--- src/rtl/dmi_cmd_bridge.sv ---
// dmi_cmd_bridge: queued host-to-DMI command bridge; rejects reserved ops locally; DMI_TIMEOUT_EN adds a WAIT timeout
module dmi_cmd_bridge #(
    parameter int ADDR_W  = 7,
    parameter int DATA_W  = 32,
    parameter int DEPTH   = 4,
    parameter int TIMEOUT = 1024
) (
    input  logic              clk,
    input  logic              rst_n,
    input  logic              host_req_valid,
    output logic              host_req_ready,
    input  logic [ADDR_W-1:0] host_req_addr,
    input  logic [DATA_W-1:0] host_req_data,
    input  logic [1:0]        host_req_op,
    output logic              host_resp_valid,
    input  logic              host_resp_ready,
    output logic [DATA_W-1:0] host_resp_data,
    output logic [1:0]        host_resp_resp,
    output logic              dmi_req_valid,
    input  logic              dmi_req_ready,
    output logic [ADDR_W-1:0] dmi_req_addr,
    output logic [DATA_W-1:0] dmi_req_data,
    output logic [1:0]        dmi_req_op,
    input  logic              dmi_resp_valid,
    output logic              dmi_resp_ready,
    input  logic [DATA_W-1:0] dmi_resp_data,
    input  logic [1:0]        dmi_resp_resp,
    output logic              busy,
    output logic              timeout_err,
    input  logic              timeout_clr
);
    localparam int AW = $clog2(DEPTH);
    localparam logic [AW:0] FULL = (AW+1)'(DEPTH);

    typedef enum logic [1:0] {IDLE, ISSUE, WAIT, REJ} state_e;
    state_e state_q, state_d;

    logic [ADDR_W-1:0] cf_addr_q [DEPTH];
    logic [DATA_W-1:0] cf_data_q [DEPTH];
    logic [1:0]        cf_op_q   [DEPTH];
    logic [DATA_W-1:0] rf_data_q [DEPTH];
    logic [1:0]        rf_resp_q [DEPTH];
    logic [AW-1:0]     cf_wp_q, cf_rp_q, rf_wp_q, rf_rp_q;
    logic [AW:0]       cf_cnt_q, rf_cnt_q;
    logic [ADDR_W-1:0] req_addr_q;
    logic [DATA_W-1:0] req_data_q;
    logic [1:0]        req_op_q;
    logic [DATA_W-1:0] rf_data_d;
    logic [1:0]        rf_resp_d;
    logic              cf_push, cf_pop, rf_push, rf_pop, tmo;

    assign host_req_ready  = cf_cnt_q != FULL;
    assign host_resp_valid = rf_cnt_q != '0;
    assign host_resp_data  = rf_data_q[rf_rp_q];
    assign host_resp_resp  = rf_resp_q[rf_rp_q];
    assign cf_push         = host_req_valid && host_req_ready;
    assign rf_pop          = host_resp_valid && host_resp_ready;
    assign dmi_req_valid   = state_q == ISSUE;
    assign dmi_resp_ready  = state_q == WAIT;
    assign dmi_req_addr    = req_addr_q;
    assign dmi_req_data    = req_data_q;
    assign dmi_req_op      = req_op_q;
    assign busy            = (cf_cnt_q != '0) || (rf_cnt_q != '0) || (state_q != IDLE);

`ifdef DMI_TIMEOUT_EN
    localparam int TW = $clog2(TIMEOUT) + 1;
    logic [TW-1:0] tcnt_q;
    logic          err_q;
    assign tmo         = state_q == WAIT && !dmi_resp_valid && tcnt_q == TW'(TIMEOUT - 1);
    assign timeout_err = err_q;
    // WAIT-cycle counter restarted on each request handshake; sticky error flag, set beats clear
    always_ff @(posedge clk or negedge rst_n)
        if (!rst_n) begin
            tcnt_q <= '0;
            err_q  <= 1'b0;
        end else begin
            tcnt_q <= (state_q == ISSUE && dmi_req_ready) ? '0 : (state_q == WAIT) ? tcnt_q + 1'b1 : tcnt_q;
            err_q  <= tmo || (err_q && !timeout_clr);
        end
`else
    logic unused_clr;
    assign unused_clr  = timeout_clr;
    assign tmo         = 1'b0;
    assign timeout_err = 1'b0;
`endif

    // Command FIFO payload; no reset needed since only entries counted in cf_cnt_q are read
    always_ff @(posedge clk)
        if (cf_push) begin
            cf_addr_q[cf_wp_q] <= host_req_addr;
            cf_data_q[cf_wp_q] <= host_req_data;
            cf_op_q[cf_wp_q]   <= host_req_op;
        end

    // Response FIFO payload; reset so the head outputs read zero out of reset
    always_ff @(posedge clk or negedge rst_n)
        if (!rst_n) begin
            for (int i = 0; i < DEPTH; i++) begin
                rf_data_q[i] <= '0;
                rf_resp_q[i] <= '0;
            end
        end else if (rf_push) begin
            rf_data_q[rf_wp_q] <= rf_data_d;
            rf_resp_q[rf_wp_q] <= rf_resp_d;
        end

    // FIFO pointers and occupancy counts, pointers wrap naturally
    always_ff @(posedge clk or negedge rst_n)
        if (!rst_n) begin
            cf_wp_q  <= '0;
            cf_rp_q  <= '0;
            rf_wp_q  <= '0;
            rf_rp_q  <= '0;
            cf_cnt_q <= '0;
            rf_cnt_q <= '0;
        end else begin
            cf_wp_q  <= cf_wp_q + AW'(cf_push);
            cf_rp_q  <= cf_rp_q + AW'(cf_pop);
            rf_wp_q  <= rf_wp_q + AW'(rf_push);
            rf_rp_q  <= rf_rp_q + AW'(rf_pop);
            cf_cnt_q <= cf_cnt_q + (AW+1)'(cf_push) - (AW+1)'(cf_pop);
            rf_cnt_q <= rf_cnt_q + (AW+1)'(rf_push) - (AW+1)'(rf_pop);
        end

    // Request fields captured from the CF head when a command is launched
    always_ff @(posedge clk or negedge rst_n)
        if (!rst_n) begin
            req_addr_q <= '0;
            req_data_q <= '0;
            req_op_q   <= '0;
        end else if (state_q == IDLE && state_d == ISSUE) begin
            req_addr_q <= cf_addr_q[cf_rp_q];
            req_data_q <= cf_data_q[cf_rp_q];
            req_op_q   <= cf_op_q[cf_rp_q];
        end

    // FSM state register
    always_ff @(posedge clk or negedge rst_n)
        if (!rst_n) state_q <= IDLE;
        else        state_q <= state_d;

    // Next state, CF pop and RF push; launch needs an RF slot reserved for the reply
    always_comb begin
        state_d   = state_q;
        cf_pop    = 1'b0;
        rf_push   = 1'b0;
        rf_data_d = '0;
        rf_resp_d = 2'b10;
        case (state_q)
            IDLE: if (cf_cnt_q != '0 && rf_cnt_q != FULL) begin
                cf_pop  = 1'b1;
                state_d = (cf_op_q[cf_rp_q] == 2'd3) ? REJ : ISSUE;
            end
            ISSUE: if (dmi_req_ready) state_d = WAIT;
            WAIT: if (dmi_resp_valid) begin
                rf_push   = 1'b1;
                rf_data_d = dmi_resp_data;
                rf_resp_d = dmi_resp_resp;
                state_d   = IDLE;
            end else if (tmo) begin
                rf_push = 1'b1;
                state_d = IDLE;
            end
            REJ: begin
                rf_push = 1'b1;
                state_d = IDLE;
            end
            default: state_d = IDLE;
        endcase
    end
endmodule
--- config.mk ---
export PLATFORM = sky130hd
export DESIGN_NAME = dmi_cmd_bridge
export DESIGN_NICKNAME = d
export VERILOG_FILES = /design/src/rtl/dmi_cmd_bridge.sv
export SDC_FILE = /design/constraint.sdc
export NUM_CORES = 1
export LEC_CHECK = 0
export CORE_MARGIN = 5
export CORE_UTILIZATION = 50
export CTS_CLUSTER_SIZE = 14
export DETAILED_ROUTE_END_ITERATION = 7
export GPL_TIMING_DRIVEN = 1
export PLACE_DENSITY = 0.71
export SLEW_MARGIN = 20
export SYNTH_ARGS = -nofsm -noshare
export SYNTH_HDL_FRONTEND = slang
export SYNTH_SLANG_ARGS = --single-unit
--- constraint.sdc ---
create_clock -name clk -period 3.95 [get_ports clk]
set_input_delay 0.9875 -clock clk [delete_from_list [all_inputs] [get_ports clk]]
set_output_delay 0.9875 -clock clk [all_outputs]
set_load 0.05 [all_outputs]
==> impl_metrics.csv, run 1 <==
group,metric,value,unit
critical_path,cp-start-kind,"flip-flop",
run,maxCapViolCount,0,
critical_path,required,2.96,ns
clock_network,clockBufferDepth,3,
global_routing,grt_pass1_wl,43.9,mm
clock_network,post_cts_buffers,0,
power,pwr-share-comb,0.395,
clock_network,cts-hold-fix-buffers,0,
synth,synthFlopType,"dfrtp_1",
floorplanning,coreArea,28000,um^2
timing,fmax,0.267,GHz
clock_network,htreeDepth,2,
drt,via_per_inst,5.41,
power,p_sw_frac,0.349,
drt,dr_total_vias,7215,
power,intPower,9670,uW
timing,clock_skew,0.0106,ns
power,power_density,842,nW/um^2
layout,fin_nets,1015,
floorplanning,ios,163,
power,pwr-share-clk,0.219,
timing,setup_viol,0,
critical_path,reg2reg_to,"dmi_req_addr[3]",
synth,async_flop_share,0.541,
global_routing,overflow,0,
global_routing,antenna_found_initial,0,
drt,drt_iter0_markers,353,
synth,synth_area_per_cell,19.2,um^2
critical_path,cp_max_fo,11,
timing,slew_viol_final,0,
synth,synth_area_leaders,"edfxtp_1 34%, dfrtp_1 34%, mux2_2 13%",
clock_network,cts.sinks,357,
floorplanning,die_x,179,um
synth,netlist.area_leader.share,0.345,
synth,syn_area,14300,um^2
floorplanning,die_h,179,um
layout,layout_commonest_cell,"dfrtp_1",
outcome,outcome,"finished clean",
layout,final-seq-area,9760,um^2
timing,relSlewSlack,0.510,
critical_path,end_kind,"primary output",
clock_network,post_cts_resized,0,
synth,synth_cell_types,36,
floorplanning,initial_utilization,0.510,
layout,nFillCells,2058,
timing,grt_setup_unrepaired,"no",
global_routing,grt_pass1_vias,7916,
drt,wl_per_cell,20.7,um
timing,fin_setup_tns,0,ns
floorplanning,rows,61,
power,total_leakage_power,0.00698,uW
clock_network,cts_made_buffers,37,
synth,synth_seq_cells,357,
critical_path,crit_arrival,2.75,ns
critical_path,crit_slowest_cell,"clkdlybuf4s50_1",
placement,place_worst_setup_slack,0.710,ns
drt,antenna_left,0,
clock_network,clkTransAtPathRegs,0.06,ns
hold_path,hp-class,"primary input to async pin",
critical_path,worstPathCellList,"buf_4, mux4_2, clkdlybuf4s50_1",
synth,synth_nets,832,
drt,firstDrtPassIters,4,
power,seq_power_share,0.385,
synth,synth-edff-count,164,
placement,dp.final_hpwl,17.8,mm
critical_path,reg2reg_depth,4,
timing,hold_viol,0,
timing,worstMarginPinSlew,0.730,ns
synth,synth-seq-area-share,0.683,
power,ir_drop,491,uV
clock_network,cts-root-buf,"clkbuf_16",
clock_network,cts_tree,"built",
drt,drc,0,
timing,timing.final.crit_period,3.74,ns
critical_path,critPathKind,"flip-flop to primary output",
layout,final_cell_mix,"190 x dfrtp_1, 165 x mux2_2, 164 x edfxtp_1",
synth,synth_cells,744,
critical_path,r2r_start,"cf_rp_q[0]",
placement,port_buffers,160,
timing,period_share,0.947,
layout,final_layout_size_suffix_gt1_frac,0.348,
layout,syn2layout_area_growth,23.5,%
layout,n_antenna_cell,0,
timing,layout_setup_ws,0.211,ns
placement,gp_congestion,0.721,
synth,yosys_warnings,0,
global_routing,grtUsageTotal,0.178,
synth,yosys.area.top_type,"edfxtp_1",
critical_path,reg2reg_slack,1.33,ns
floorplanning,die_area,32000,um^2
clock_network,clk_latency,0.51,ns
power,p_sw,5180,uW
drt,drt_wl_total,27.6,mm
global_routing,grt_max_degree,71,
critical_path,cpPeakStageDelay,0.72,ns
layout,multi_input_area,4360,um^2
through the flow:
stage / area, um^2 / std cells / hold WS [ns] / total power, uW / utilization
after floorplan: 14300 / 744 / 0.474 / 9890 / -
after global placement: 16500 / 1266 / 0.468 / 11700 / 0.589
after detailed placement: 16500 / 1266 / 0.479 / 11800 / 0.589
after CTS: 17600 / 1333 / 0.485 / 15100 / 0.630
after global routing: 17600 / 1333 / 0.509 / 15700 / 0.630
final: 17600 / 1333 / 0.472 / 14900 / 0.630
cell families (layout without fill, tap and decap cells):
logic type                 after synthesis  count (layout)  synth area share
and+or+nand+nor                         62              62            0.0263
DFF                                    357             357             0.683
other                                    1               1          0.000263
muxes                                  250             250             0.256
xor gates and xnor gates                12              12           0.00736
AOI/OAI and AO/OA                        7               7           0.00464
buffers and inverters                   49             260            0.0155
adders and majority gates                6               6           0.00631
worst max-delay path by stage:
| stage | start | to | slack [ns] |
|---|---|---|---|
| floorplan | host_req_valid | cf_addr_q[1][0] | 0.73 |
| global placement | rf_rp_q[0] | host_resp_data[21] | 0.71 |
| detailed placement | rf_rp_q[0] | host_resp_data[15] | 0.71 |
| CTS | rf_rp_q[0] | host_resp_data[15] | 0.16 |
| global route | rf_rp_q[0] | host_resp_data[23] | 0.08 |
| finish | rf_rp_q[0] | host_resp_data[23] | 0.21 |
cell type report:
cell class,count,share of cell area
sequential,357,0.553
multi-input combinational,338,0.247
timing repair buffer,185,0.106
clock buffer,51,0.0589
tap,378,0.0268
clock inverter,16,0.00646
inverter,8,0.00170
sequential cells by signal, indices dropped and copies added (netlist names):
register,flops
cf_data_q,128
state_q,2
cf_op_q,8
rf_cnt_q,3
rf_wp_q,2
cf_cnt_q,3
cf_wp_q,2
rf_data_q,128
dmi_req_op,2
cf_addr_q,28
dmi_req_addr,7
rf_resp_q,8
cf_rp_q,2
rf_rp_q,2
dmi_req_data,32
cell usage after synthesis (all sizes together), types with 2 or more instances:
master,count
nor2,3
and2,33
o21ai,2
inv,8
clkbuf,21
nor3,3
nor3b,5
mux2,175
nand2,4
nand2b,2
o22a,2
nor4,3
xnor2,9
edfxtp,164
or3,2
xor2,3
mux4,75
nand3,2
ha,4
dfrtp,193
buf,20
fa,2
metal layers:
metal,wire length (um),global-route usage,share of wire
met2,14100,0.298,0.51
met1,11100,0.234,0.40
met5,0,0,0
met4,363,0.0390,0.013
met3,2060,0.0512,0.075
power by group through the flow:
| stage | Combinational [uW] | Clock (uW) | Sequential, uW |
|---|---|---|---|
| 6_report | 5870 | 3260 | 5730 |
| 5_1_grt | 6270 | 3510 | 5880 |
| 2_1_floorplan | 3610 | 0 | 6280 |
| 3_5_place_dp | 5970 | 0 | 5810 |
| 3_3_place_gp | 5900 | 0 | 5760 |
| 4_1_cts | 5990 | 3350 | 5750 |
critical path, delay by kind of cell (launching register included):
family | cells | cell delay [ns]
buffers and inverters | 2 | 1.06
flip-flops | 1 | 0.62
multiplexers | 1 | 0.56
(Power assumes the default switching activity.)
==> run 2, diff against run 1 <==
CORE_ASPECT_RATIO = 2   (was unset)
SKIP_LAST_GASP = 1   (was unset)
==> impl_metrics.csv, run 2 (synthesis gave the netlist of run 1 again) <==
group,metric,value,unit
outcome,outcome,"finished clean",
layout,final_layout_size_suffix_gt1_frac,0.340,
hold_path,hp-class,"primary input to async pin",
floorplanning,initial_utilization,0.506,
clock_network,post_cts_resized,0,
floorplanning,die_x,129,um
power,total_leakage_power,0.00688,uW
clock_network,post_cts_buffers,0,
floorplanning,coreArea,28200,um^2
drt,drt_wl_total,27.4,mm
timing,worstMarginPinSlew,0.696,ns
power,ir_drop,559,uV
critical_path,worst-path-buf-inv,2,
timing,timing.final.crit_period,3.58,ns
clock_network,htreeDepth,1,
clock_network,clkTransAtPathRegs,0.07,ns
placement,dp.final_hpwl,17.1,mm
global_routing,grt_use_met1,0.205,
drt,via_per_inst,5.48,
critical_path,r2r_start,"cf_rp_q[1]",
placement,dp_cells,1243,
floorplanning,die_h,249,um
placement,place_worst_setup_slack,0.828,ns
global_routing,use_met3,0.0341,
critical_path,worstPathCellList,"buf_4, mux4_2, clkdlybuf4s50_1",
global_routing,grt_busiest_layer,"met2",
timing,hold_viol,0,
drt,antenna_left,0,
placement,place_area,16400,um^2
timing,layout_setup_ws,0.371,ns
critical_path,cpPeakStageDelay,0.72,ns
floorplanning,rows,87,
floorplanning,ios,163,
layout,layout_commonest_cell,"dfrtp_1",
global_routing,antenna_found_initial,1,
clock_network,clk_latency,0.57,ns
global_routing,grt_max_degree,78,
critical_path,end_kind,"primary output",
critical_path,cp_max_fo,18,
layout,syn2layout_area_growth,21.8,%
drt,firstDrtPassIters,4,
critical_path,required,2.96,ns
global_routing,grt_pass1_wl,44.2,mm
timing,grt_setup_unrepaired,"no",
floorplanning,die_area,32200,um^2
timing,setup_viol,0,
critical_path,worstSetupStartpoint,"rf_rp_q[0]",
drt,drc,0,
timing,period_share,0.906,
placement,gp_congestion,0.726,
timing,fin_setup_tns,0,ns
critical_path,crit_slowest_cell,"clkdlybuf4s50_1",
drt,dr_total_vias,7126,
layout,fin_nets,1008,
clock_network,cts-hold-fix-buffers,0,
timing,clock_skew,0.0228,ns
timing,relSlewSlack,0.535,
clock_network,cts_made_buffers,31,
layout,nFillCells,2082,
drt,drt_iter0_markers,315,
timing,fmax,0.279,GHz
critical_path,cp-start-kind,"flip-flop",
global_routing,overflow,0,
timing,slew_viol_final,0,
placement,port_buffers,160,
clock_network,cts_tree,"built",
critical_path,cp_top_family,"buffers and inverters",
layout,final_cell_area,17400,um^2
layout,final_cell_count_no_fill,1301,
clock_network,cts-root-buf,"clkbuf_16",
clock_network,cts.sinks,357,
global_routing,grt_pass1_vias,8127,
run,maxCapViolCount,0,
global_routing,use_met2,0.318,
drt,wl_per_cell,21.1,um
power,power_density,829,nW/um^2
clock_network,clockBufferDepth,3,
global_routing,grtUsageTotal,0.174,
power,power.total,14400,uW
critical_path,crit_arrival,2.59,ns
critical_path,critPathKind,"flip-flop to primary output",
layout,final_cell_mix,"189 x dfrtp_1, 165 x mux2_2, 164 x edfxtp_1",
[run 2: cell types whose count changed in the layout (fill, tap and decap cells not counted), sizes merged]
| cell | before | now |
|---|---|---|
| clkbuf | 52 | 51 |
| inv | 8 | 10 |
| bufinv | 1 | 0 |
| clkinvlp | 2 | 0 |
| clkinv | 13 | 5 |
| buf | 25 | 24 |
| diode | 0 | 1 |
[run 2: worst register-to-register path: cells and delay by family (launching register included)]
kind	cells	cell delay, ns
mux	2	0.90
compound gates	1	0.37
buf+inv	1	0.58
flops	1	0.71
[run 2: routing by layer]
layer / share of wire / vias to the layer above
li1: - / 3203
met5: 0 / -
met4: 0.024 / 0
met2: 0.54 / 166
met3: 0.056 / 41
met1: 0.38 / 3716
[run 2: area by class of cell]
| class | instances | area (um^2) | share of cell area |
|---|---|---|---|
| antenna | 1 | 2.50 | 0.000144 |
| clock buffer | 50 | 908 | 0.0522 |
| clock inverter | 7 | 37.5 | 0.00216 |
| inverter | 8 | 30.0 | 0.00173 |
| multi-input combinational | 338 | 4360 | 0.251 |
| sequential | 357 | 9760 | 0.561 |
| tap | 356 | 445 | 0.0256 |
| timing repair buffer | 184 | 1850 | 0.106 |
[run 2: report_power, final]
group | leakage, uW | internal (uW) | switching [uW]
registers | 0.00401 | 5100 | 592
clock network | 0.000463 | 1570 | 1270
logic | 0.00240 | 2650 | 3240
total | 0.00688 | 9310 | 5100
[run 2: path summary, 6_finish.rpt]
path                                      end  slack, ns  cells past startpoint
hold / removal                 rf_data_q[101]       0.48                      1
setup reg to reg              dmi_req_addr[2]       1.27                      4
hold reg to reg              dmi_req_data[11]       0.49                      1
setup / recovery           host_resp_data[25]       0.37                      3
max in group asynchronous       rf_data_q[49]       2.67                      2
min in group clk             dmi_req_data[11]       0.49                      1
[run 2: per-stage QoR]
step,hold slack (ns),util
3_3_place_gp,0.467,0.583
2_1_floorplan,0.474,-
4_1_cts,0.477,0.617
3_5_place_dp,0.479,0.583
6_report,0.480,0.617
5_1_grt,0.507,0.617
==> run 3, diff against run 2 <==
CORE_MARGIN = 2   (was 5)
==> impl_metrics.csv, run 3 (synthesis gave the netlist of run 1 again) <==
group,metric,value,unit
clock_network,clk_latency,0.56,ns
placement,gp_congestion,0.686,
timing,fin_setup_tns,0,ns
critical_path,reg2reg_depth,4,
timing,hold_viol,0,
power,seq_power_share,0.399,
drt,firstDrtPassIters,4,
power,power_density,827,nW/um^2
critical_path,reg2reg_slack,1.36,ns
drt,via_per_inst,5.58,
floorplanning,rows,87,
power,p_sw_frac,0.355,
layout,n_antenna_cell,0,
clock_network,clkTransAtPathRegs,0.07,ns
critical_path,worstSetupStartpoint,"rf_rp_q[1]",
drt,drt_iter0_markers,281,
global_routing,overflow,0,
critical_path,required,2.96,ns
clock_network,post_cts_resized,0,
drt,met2_length,14.7,mm
clock_network,post_cts_buffers,0,
timing,period_share,0.905,
power,pwr-share-comb,0.408,
power,p_sw,5090,uW
power,ir_drop,540,uV
clock_network,clockBufferDepth,3,
clock_network,cts_tree,"built",
clock_network,cts-root-buf,"clkbuf_16",
drt,dr_total_vias,7252,
drt,drt_wl_total,27.1,mm
critical_path,cp_max_fo,18,
layout,layout_commonest_cell,"dfrtp_1",
timing,setup_viol,0,
critical_path,crit_arrival,2.59,ns
global_routing,antenna_found_initial,0,
placement,dp_cells,1242,
global_routing,grt_max_degree,91,
layout,final_layout_size_suffix_gt1_frac,0.335,
global_routing,grt_pass1_wl,43.5,mm
power,intPower,9250,uW
drt,antenna_left,0,
global_routing,grt_pass1_vias,8192,
critical_path,setup.worst_path.end,"host_resp_data[24]",
global_routing,grtUsageTotal,0.188,
layout,nFillCells,2068,
layout,final_cell_mix,"189 x dfrtp_1, 165 x mux2_2, 164 x edfxtp_1",
critical_path,end_kind,"primary output",
floorplanning,die_h,243,um
critical_path,r2r_start,"cf_rp_q[1]",
layout,syn2layout_area_growth,21.4,%
clock_network,htreeDepth,1,
timing,worstMarginPinSlew,0.783,ns
clock_network,cts_made_buffers,31,
power,total_leakage_power,0.00684,uW
outcome,outcome,"finished clean",
clock_network,cts-hold-fix-buffers,0,
drt,drt-met1-wl,10.4,mm
timing,clock_skew,0.0133,ns
drt,wl_met3,1.51,mm
drt,drc,0,
floorplanning,ios,163,
timing,fmax,0.280,GHz
timing,relSlewSlack,0.478,
critical_path,reg2reg_to,"dmi_req_addr[4]",
hold_path,hp-class,"primary input to async pin",
clock_network,cts.sinks,357,
drt,top_layer,"met4",
floorplanning,die_area,30000,um^2
floorplanning,die_x,123,um
layout,fin_nets,1007,
run,maxCapViolCount,0,
drt,wl_per_cell,20.9,um
timing,timing.final.crit_period,3.58,ns
critical_path,cp-start-kind,"flip-flop",
layout,final_cell_count_no_fill,1299,
power,pwr-share-clk,0.193,
placement,port_buffers,160,
critical_path,critPathKind,"flip-flop to primary output",
floorplanning,initial_utilization,0.506,
timing,slew_viol_final,0,
placement,dp.final_hpwl,16.7,mm
timing,grt_setup_unrepaired,"no",
floorplanning,coreArea,28200,um^2
-- run 3: changes by cell type in the layout (fill, tap and decap cells not counted), sizes merged --
cell / change
diode: -1
inv: -2
clkbuf: +1
clkinvlp: +1
buf: -1
-- run 3: routing by layer --
metal / vias to the layer above / GRT usage
met5: - / 0
met4: 0 / 0.0488
met3: 43 / 0.0399
met2: 167 / 0.340
met1: 3844 / 0.223
li1: 3198 / -
-- run 3: through the flow --
step	setup slack [ns]	hold WS, ns	cell area, um^2	total power [uW]	util
final	0.375	0.486	17300	14300	0.615
after global routing	0.268	0.511	17300	15100	0.615
after CTS	0.300	0.491	17300	14600	0.615
after detailed placement	0.759	0.480	16400	11800	0.582
after global placement	0.808	0.468	16400	11600	0.582
after floorplan	0.727	0.474	14300	9890	-
-- run 3: power groups by stage --
stage / clock network, uW / logic [uW] / registers [uW]
floorplan: 0 / 3610 / 6280
global placement: 0 / 5890 / 5730
detailed placement: 0 / 5960 / 5790
CTS: 2850 / 5980 / 5730
global route: 2990 / 6260 / 5850
finish: 2770 / 5850 / 5720
-- run 3: final cells by class --
class	instances	area (um^2)	share of cell area
Timing Repair Buffer	183	1830	0.105
Tap cell	356	445	0.0257
Multi-Input combinational cell	338	4360	0.251
Inverter	8	30.0	0.00173
Clock inverter	6	28.8	0.00166
Sequential cell	357	9760	0.563
Clock buffer	51	881	0.0508
-- run 3: critical path, cell delays in order (launching register included) --
cell and delay [ns]:
dfrtp_2 0.72, buf_12 0.25, mux4_2 0.33, clkdlybuf4s50_1 0.72
-- run 3: how the worst min path moves through the flow --
| stage | end | slack [ns] | depth (start not counted) |
|---|---|---|---|
| final | rf_data_q[6] | 0.49 | 1 |
| after global routing | dmi_req_data[1] | 0.51 | 1 |
| after CTS | dmi_req_data[2] | 0.49 | 1 |
| after detailed placement | dmi_req_data[1] | 0.48 | 1 |
| after global placement | dmi_req_data[11] | 0.47 | 1 |
| after floorplan | rf_data_q[10] | 0.47 | 1 |
